**src/rtl/serial_adder.sv**
```systemverilog
// serial_adder: digit-serial adder/subtractor.
//
// Adds or subtracts two WIDTH-bit operands DIGIT bits per clock, LSB first,
// through one narrow (DIGIT+1)-bit adder and a single carry flop. An operation
// takes N = WIDTH/DIGIT RUN cycles followed by a one-cycle DONE state.
//
// Handshake: start is sampled on a rising edge only when busy=0 (IDLE or
// DONE); that edge captures a, b, sub and cin. busy is high for the N
// digit cycles, and done pulses high for exactly one cycle when sum, cout
// and ovf have been updated. start seen during DONE begins the next
// operation with no idle cycle in between.
//
// Ports:
//   clk        in   clock, rising edge
//   rst_n      in   asynchronous active-low reset
//   start      in   request an operation (ignored while busy)
//   sub        in   0: a+b+cin, 1: a-b (cin ignored)
//   a, b       in   WIDTH-bit operands
//   cin        in   carry-in for add mode
//   busy       out  digits being processed
//   done       out  one-cycle result-valid pulse
//   sum        out  registered WIDTH-bit result
//   cout       out  carry out of the MSB (subtract: 1 = no borrow)
//   ovf        out  two's-complement overflow
//   dbg_state  out  current FSM state (0 IDLE, 1 RUN, 2 DONE)
module serial_adder #(
  parameter int WIDTH = 8,
  parameter int DIGIT = 1
) (
  input  logic             clk,
  input  logic             rst_n,
  input  logic             start,
  input  logic             sub,
  input  logic [WIDTH-1:0] a,
  input  logic [WIDTH-1:0] b,
  input  logic             cin,
  output logic             busy,
  output logic             done,
  output logic [WIDTH-1:0] sum,
  output logic             cout,
  output logic             ovf,
  output logic [1:0]       dbg_state
);

  localparam int N  = WIDTH / DIGIT;
  localparam int CW = (N > 1) ? $clog2(N) : 1;
  localparam logic [CW-1:0] LAST = CW'(N - 1);

  typedef enum logic [1:0] {
    S_IDLE = 2'd0,
    S_RUN  = 2'd1,
    S_DONE = 2'd2
  } state_e;

  state_e           state_q;
  logic [CW-1:0]    cnt_q;
  logic [WIDTH-1:0] opa_q;
  logic [WIDTH-1:0] opb_q;
  logic [WIDTH-1:0] acc_q;
  logic             carry_q;
  logic             sign_a_q;
  logic             sign_b_q;
  logic [WIDTH-1:0] sum_q;
  logic             cout_q;
  logic             ovf_q;

  logic [DIGIT:0]   digit_d;
  logic [WIDTH-1:0] acc_d;
  logic [WIDTH-1:0] b_eff_d;

  // Subtraction is a + ~b + 1: invert b here and force the carry-in to 1.
  assign b_eff_d = sub ? ~b : b;

  // One digit of the sum plus its carry, from the low digit of each operand.
  assign digit_d = {1'b0, opa_q[DIGIT-1:0]} + {1'b0, opb_q[DIGIT-1:0]}
                 + (DIGIT+1)'(carry_q);

  // New digit enters the accumulator at the MSB end; after N shifts the
  // first (least significant) digit has reached bit 0. Written as shift/or
  // so it stays valid when DIGIT == WIDTH.
  assign acc_d = (acc_q >> DIGIT)
               | (WIDTH'(digit_d[DIGIT-1:0]) << (WIDTH - DIGIT));

  always_ff @(posedge clk or negedge rst_n) begin
    if (!rst_n) begin
      state_q  <= S_IDLE;
      cnt_q    <= '0;
      opa_q    <= '0;
      opb_q    <= '0;
      acc_q    <= '0;
      carry_q  <= 1'b0;
      sign_a_q <= 1'b0;
      sign_b_q <= 1'b0;
      sum_q    <= '0;
      cout_q   <= 1'b0;
      ovf_q    <= 1'b0;
    end else begin
      case (state_q)
        S_IDLE, S_DONE: begin
          if (start) begin
            opa_q    <= a;
            opb_q    <= b_eff_d;
            carry_q  <= sub ? 1'b1 : cin;
            sign_a_q <= a[WIDTH-1];
            sign_b_q <= b_eff_d[WIDTH-1];
            cnt_q    <= '0;
            acc_q    <= '0;
            state_q  <= S_RUN;
          end else begin
            state_q  <= S_IDLE;
          end
        end
        S_RUN: begin
          acc_q   <= acc_d;
          opa_q   <= opa_q >> DIGIT;
          opb_q   <= opb_q >> DIGIT;
          carry_q <= digit_d[DIGIT];
          cnt_q   <= cnt_q + 1'b1;
          if (cnt_q == LAST) begin
            sum_q   <= acc_d;
            cout_q  <= digit_d[DIGIT];
            // Overflow: like-signed operands produced a result of the other sign.
            ovf_q   <= (sign_a_q == sign_b_q) && (acc_d[WIDTH-1] != sign_a_q);
            state_q <= S_DONE;
          end
        end
        default: state_q <= S_IDLE;
      endcase
    end
  end

  assign busy      = (state_q == S_RUN);
  assign done      = (state_q == S_DONE);
  assign sum       = sum_q;
  assign cout      = cout_q;
  assign ovf       = ovf_q;
  assign dbg_state = state_q;

endmodule

```
**config.mk**
```make
export PLATFORM = sky130hd
export DESIGN_NAME = serial_adder
export DESIGN_NICKNAME = d
export VERILOG_FILES = /design/src/rtl/serial_adder.sv
export SDC_FILE = /design/constraint.sdc
export NUM_CORES = 1
export LEC_CHECK = 0
export CORE_MARGIN = 2
export CORE_UTILIZATION = 35
export CTS_CLUSTER_SIZE = 16
export DETAILED_ROUTE_END_ITERATION = 8
export REMOVE_ABC_BUFFERS = 1
export SLEW_MARGIN = 20
export SYNTH_ARGS = -nofsm -noshare
export SYNTH_HDL_FRONTEND = slang
export SYNTH_SLANG_ARGS = --single-unit
```
**constraint.sdc**
```tcl
create_clock -name clk -period 2.89 [get_ports clk]
set_input_delay 0.578 -clock clk [delete_from_list [all_inputs] [get_ports clk]]
set_output_delay 0.578 -clock clk [all_outputs]
set_load 0.1 [all_outputs]
```
* Word-level counts from Yosys, hierarchy flattened
Index checks and enable logic that the tools add are counted. Widths: inputs -> output; s select.
Storage, ports and cells: output and inout port bits 14, input bits 21, register bits after elaboration 42
Operators by class: reduce and logical (&&, ||, !) cells 7, multiplexer cells 15, add/sub/neg operators 3, equal/unequal tests 7, bitwise logic cells 2
Operator list (number):
- $pmux 8 s2 | 3
- $mux 8 | 4
- $not 8->8 | 1
- $or 7x8->8 | 1
- $pmux 3 s2 | 1
- $reduce_and 2->1 | 3
- $pmux 2 s2 | 1
- $add 3x1->3 const B | 1
- $eq 3x3->1 const B | 1
- $mux 1 | 3
- $mux 3 | 1
- $add 1x1->2 | 1
- $add 2x1->2 | 1
- $eq 2x1->1 const B | 1
- $eq 2x2->1 const B | 1
- $logic_not 2->1 | 1
- $mux 2 | 1
- $ne 2x1->1 const B | 1
- $ne 2x2->1 const B | 1
- $pmux 1 s2 | 1
- $reduce_bool 2->1 | 1
- $reduce_or 2->1 | 1
- $eq 1x1->1 | 1
- $logic_and 1x1->1 | 1
- $ne 1x1->1 | 1

* Depth between registers and ports, before layout
Gate-level depths: netlist (run 1).
depth after elaboration 5, gate-level depth with buffers 6, depth with buffers taken out 5

* Worst setup path after synthesis (run 1)
Ideal clock, no wire load.
path type register to output, from register state_q[1] (netlist: dbg_state[1]), to output port done, data arrival time 2.365 ns, stages on the path, launching flop included 2, data required time 2.312 ns, path slack -0.053 ns, buffers on the path 0, path through dfrtp_1 -> nor2b_1
On the way: word-level cells in the longest chain between the ends 1
RTL lines:
- start: declaration | line 55 | state_e state_q;
- start signal: assignment | line 86 | state_q <= S_IDLE;
- start signal: assignment | line 108 | state_q <= S_RUN;
- start signal: assignment | line 110 | state_q <= S_IDLE;
- $eq 2x2->1 | line 133 | assign done = (state_q == S_DONE);
- end: declaration | line 38 | output logic done,
No other way between the ends.

* Worst setup path in the final report (run 1)
from register state_q[1] (netlist: dbg_state[1]), to output port busy
On the way: word-level cells in the longest chain between the ends 1
RTL lines:
- $eq 2x1->1 | line 132 | assign busy = (state_q == S_RUN);
- end: declaration | line 37 | output logic busy,
No other way between the ends.

==> results of run 1 <==
registers in the layout (all words and copies together), names as in the netlist:
name,flops
acc_q,7
carry_q,1
cnt_q,3
cout,1
dbg_state,2
opa_q,8
opb_q,8
ovf,1
sign_a_q,1
sign_b_q,1
sum,8
routing by layer:
layer | share of wire [%] | up-vias | global-route usage [%]
met5 | 0 | - | 0
met4 | 1.1 | 0 | 3.770
met3 | 6.3 | 6 | 3.882
met2 | 46 | 46 | 21.83
met1 | 46 | 627 | 19.29
li1 | - | 575 | -
metrics by stage:
stage	worst slack, ns	std cells	utilization [%]	hold WS [ns]	setup TNS (ns)
finish	0.4643	243	45.33	0.4237	0
detailed placement	0.6412	235	43.66	0.4684	0
global route	0.3742	243	45.33	0.4988	0
CTS	0.4683	243	45.33	0.4556	0
global placement	0.7330	235	43.66	0.4619	0
floorplan	-0.05251	134	-	0.2824	-0.05251
logic make-up (layout without fill, tap and decap cells):
| logic type | count (synthesis) | count (layout) | share of synthesized area [%] |
|---|---|---|---|
| AOI/OAI and AO/OA | 34 | 34 | 15.46 |
| xor gates and xnor gates | 8 | 8 | 3.989 |
| adders and majority gates | 3 | 3 | 2.564 |
| buffers and inverters | 14 | 47 | 3.988 |
| DFF | 41 | 41 | 58.40 |
| muxes | 7 | 7 | 5.555 |
| and+or+nand+nor | 36 | 36 | 10.04 |
worst max-delay path: stages, from the launching register on:
cell and delay (ns):
dfrtp_1 0.40, nand2b_2 0.33, inv_2 0.45, buf_4 0.39
worst paths after layout:
| path | from | endpoint | slack (ns) | cells after the start |
|---|---|---|---|---|
| max in group asynchronous | rst_n | opb_q[4]$_DFFE_PN0P_ | 1.92 | 1 |
| hold / removal | rst_n | sum[4]$_DFFE_PN0P_ | 0.42 | 1 |
| hold reg to reg | opb_q[7]$_DFFE_PN0P_ | opb_q[7]$_DFFE_PN0P_ | 0.49 | 1 |
| setup reg to reg | dbg_state[1]$_DFFE_PN0P_ | opb_q[3]$_DFFE_PN0P_ | 1.04 | 4 |
| setup / recovery | dbg_state[1]$_DFFE_PN0P_ | busy | 0.46 | 3 |
| min in group clk | opb_q[7]$_DFFE_PN0P_ | opb_q[7]$_DFFE_PN0P_ | 0.49 | 1 |
layout make-up:
| class | instances | area share (%) |
|---|---|---|
| clock buffer | 8 | 3.691 |
| inverter | 5 | 0.8651 |
| multi-input combinational | 88 | 30.45 |
| sequential | 41 | 47.29 |
| tap | 67 | 3.864 |
| timing repair buffer | 34 | 13.84 |
Yosys cell counts (all sizes together):
cell and count:
dfrtp 41, a22o 9, a22oi 6, xnor2 8, or3 1, nand2b 2
nor2b 2, o2bb2ai 1, nor3 1, clkbuf 1, nand2 11, mux2 7
a21o 2, nand3b 1, a221o 8, fa 1, nor2 9, o211ai 1
buf 8, a21oi 1, inv 5, ha 2, o21ai 5, nand3 9
a31oi 1
placed cells by master (no fill, tap or decap), types with 4 or more instances in the layout:
| cell | netlist | layout |
|---|---|---|
| a221o_1 | 8 | 8 |
| a22o_1 | 9 | 9 |
| a22oi_1 | 6 | 6 |
| buf_4 | 3 | 14 |
| clkbuf_8 | 0 | 5 |
| clkdlybuf4s50_1 | 0 | 19 |
| dfrtp_1 | 41 | 41 |
| inv_1 | 4 | 4 |
| mux2_4 | 5 | 5 |
| nand2_1 | 11 | 11 |
| nand3_1 | 9 | 9 |
| nor2_1 | 8 | 8 |
| o21ai_0 | 4 | 4 |
| xnor2_1 | 8 | 8 |
==> run metrics, run 1 <==
number of diodes=0; vias in the first global route=1289; GPL Wtd Cong=0.7087; WL/cell=~15 um; final setup fails=0; Overall Global Routing Usage=13.99%; worst-margin pin slew=slightly below 0.9 ns; Critical Path Start Type=flop; RSZ-0062 raised after global routing=false; Netlist Area Pre-Place=0.001757 mm^2; Hold Path Class=input pin to asynchronous set/reset pin; Clk Latency, worst-skew pair=0.27 ns; die height=~75 um; DP HPWL=about 2500 um; nets@finish=slightly below 200; critical path required time=between 2 and 2.5 ns; Area Growth Syn to Fin=23.50%; Max-Cap Viols=0; Final Max Slew Viols=0; # resized after CTS=0; drt first pass iters=4; min cycle time layout=2.426 ns; number of synthesis warnings=0; Placed Area=roughly 0.0021 mm^2; # H-tree levels=2; post-route cell area=0.002170 mm^2; total CTS buffers=5; largest area contributor in the netlist=dfrtp_1; clk root buf=clkbuf_8; final hold viol count=0; Final ANT Viol Nets=0; library cells used by synthesis=32; total number of vias=between 1000 and 1500; top post-synthesis cells by area=dfrtp_1, a221o_1, a22o_1; post-synthesis register bit count=41; DRT Wirelength=3580 um; Clock Sinks=41; initial antenna violation count=0; synthesized area per cell=12.28 um^2; Post-CTS Hold Fix Bufs=0; Max clock buf depth=2; CP max FO=26; Storage cell area=about 0.001 mm^2; layout cells sized above 1=17.61%; Die Span X=approximately 75 um; outcome=finished clean; Period Utilization, post-route=83.93%; WP data arrival=1.85 ns; vias per cell=approximately 5.2; clk slew on worst S/H paths=0.07 ns; number of port buffers=34; Core Rows=25; relative slew slack=between 40 and 50%; Peak Freq=0.4123 GHz; top cell type's share of synthesized area=between 50% and 60%; post-synthesis sequential area ratio=58.40%; largest net degree at the start of global routing=42; area of the multi-input gates=660.6 um^2; CP Class=flop to primary output; Core ar.=0.004786 mm^2; Synth Instances=143; Filler cells=468; DRC violations left=0; clock skew=0.005570 ns; iteration-0 DRC count of the detailed router=91; GRT Residual Overflow=0; first-pass GRT wire length=6058 um; I/O Pins=35; Worst Setup End Kind=primary output; die area=between 0.005 and 0.006 mm^2; Starting Density=approximately 37%; CTS tree=built; post-CTS setup buffer count=0
Power of run 1 is not shown: default switching activity piles up to over one toggle a cycle in this logic, so the estimate is an artifact.
==> inputs of run 2 (changes only) <==
- clock period: 2.89 -> 2.5 ns (I/O delays scaled with it)
==> run 2 against run 1 <==
Against the previous run: critical path depth stayed put; hold slack worse by 0.10 ns; final cell count is 0.41% higher; via count is 1.8% lower; sequential cell count stayed put; sequential share of layout area is 0.88 points lower; critical path type unchanged.
==> run metrics, run 2 (synthesis results as in run 1) <==
Clock Sinks=41 (unchanged); Max-Cap Viols=0 (unchanged); worst-margin pin slew=0.8893 ns (was 0.8876 ns); Clk Latency, worst-skew pair=0.29 ns (was 0.27 ns); Worst Setup End Kind=primary output (unchanged); Final Max Slew Viols=0 (unchanged); Hold Path Class=input pin to asynchronous set/reset pin (unchanged); Period Utilization, post-route=87.82%; Starting Density=36.71% (unchanged); final hold viol count=0 (unchanged); post-CTS setup buffer count=0 (unchanged); min cycle time layout=2.196 ns; relative slew slack=40.71% (was 40.83%); clock skew=0.004025 ns (was 0.005570 ns); Core Rows=25 (unchanged); Post-CTS Hold Fix Bufs=0 (unchanged); Critical Path Start Type=flop (unchanged); commonest non-fill, non-tap cells in the layout=dfrtp_1, clkdlybuf4s50_1, buf_4 (unchanged); Peak Freq=0.4555 GHz; CTS tree=built (unchanged); vias per cell=5.045 (was 5.160); DRC violations left=0 (unchanged); initial antenna violation count=0 (unchanged); DP HPWL=2354 um (was 2548 um); most common cell after layout, fill and taps aside=dfrtp_1 (unchanged); largest net degree at the start of global routing=42 (unchanged); critical path required time=2.00 ns (was 2.31 ns); number of diodes=0 (unchanged); CP max FO=26 (unchanged); WL/cell=14.00 um (was 14.73 um); RSZ-0062 raised after global routing=false (unchanged); Placed Area=0.002110 mm^2 (was 0.002090 mm^2); clk slew on worst S/H paths=0.08 ns (was 0.07 ns); # resized after CTS=0 (unchanged); Max clock buf depth=2 (unchanged); Overall Global Routing Usage=13.89% (was 13.99%); number of port buffers=34 (unchanged); total number of vias=1231 (was 1254); Die Span X=74.85 um (unchanged); clk root buf=clkbuf_8 (unchanged); Final ANT Viol Nets=0 (unchanged); Filler cells=444 (was 468); iteration-0 DRC count of the detailed router=75 (was 91); GPL Wtd Cong=0.6749 (was 0.7087); GRT Residual Overflow=0 (unchanged); first-pass GRT wire length=5858 um (was 6058 um); post-route cell area=0.002211 mm^2 (was 0.002170 mm^2); die area=0.005602 mm^2 (unchanged); Core ar.=0.004786 mm^2 (unchanged); final setup fails=0 (unchanged); DRT Wirelength=3415 um (was 3580 um); WP data arrival=1.70 ns (was 1.85 ns); Area Growth Syn to Fin=25.85% (was 23.50%); CP Class=flop to primary output (unchanged); die height=74.85 um (unchanged); layout cells sized above 1=19.77% (was 17.61%); drt first pass iters=4 (unchanged); I/O Pins=35 (unchanged); # H-tree levels=2 (unchanged); vias in the first global route=1206 (was 1289); total CTS buffers=5 (unchanged); nets@finish=200 (was 199); outcome=finished clean (unchanged)
## run 2: cell count changes in the layout (fill, tap and decap cells not counted)
cell      delta
clkbuf_1     -3
clkbuf_8     +2
buf_12       +1
clkinv_2     +1
## run 2: through the flow
stage               util (%)  TNS [ns]  hold WS [ns]  instances  setup slack, ns
finish                 46.20         0        0.3237        244           0.3045
global route           46.20         0        0.4045        244           0.1597
CTS                    46.20         0        0.3640        244           0.2845
detailed placement     44.08         0        0.4841        236           0.5173
global placement       44.08         0        0.4632        236           0.5609
floorplan                  -   -0.6798        0.2044        134          -0.3645
## run 2: area by class of cell
type	instances	area (um^2)	area share (%)
flip-flops and latches	41	1026	46.41
multi-input cells	88	660.6	29.88
repair buffers	35	320.3	14.49
clock buffers	7	96.34	4.358
well taps	67	83.83	3.792
inverters	5	18.77	0.8489
clock inverters	1	5.005	0.2264
## run 2: path summary, 6_finish.rpt
kind	from	endpoint	slack [ns]	cells after the start
max	dbg_state[1]$_DFFE_PN0P_	busy	0.30	3
min	rst_n	sum[3]$_DFFE_PN0P_	0.32	1
max reg2reg	cnt_q[0]$_DFFE_PN0P_	sum[1]$_DFFE_PN0P_	0.66	4
min reg2reg	sum[7]$_DFFE_PN0P_	sum[7]$_DFFE_PN0P_	0.49	2
max in group asynchronous	rst_n	sum[0]$_DFFE_PN0P_	1.62	1
min in group clk	sum[7]$_DFFE_PN0P_	sum[7]$_DFFE_PN0P_	0.49	2
## run 2: worst max-delay path, cell delays in order (launching register included)
cell and delay, ns:
dfrtp_1 0.40, nand2b_2 0.30, inv_2 0.45, buf_12 0.24
## run 2: routing by layer
layer / track usage [%] / vias to the layer above / routed length (um)
met3: 5.087 / 6 / 219
met5: 0 / - / 0
met2: 21.25 / 38 / 1603
met1: 18.28 / 612 / 1541
met4: 4.762 / 0 / 50
li1: - / 575 / -
Power of run 2 is left out for the same reason.
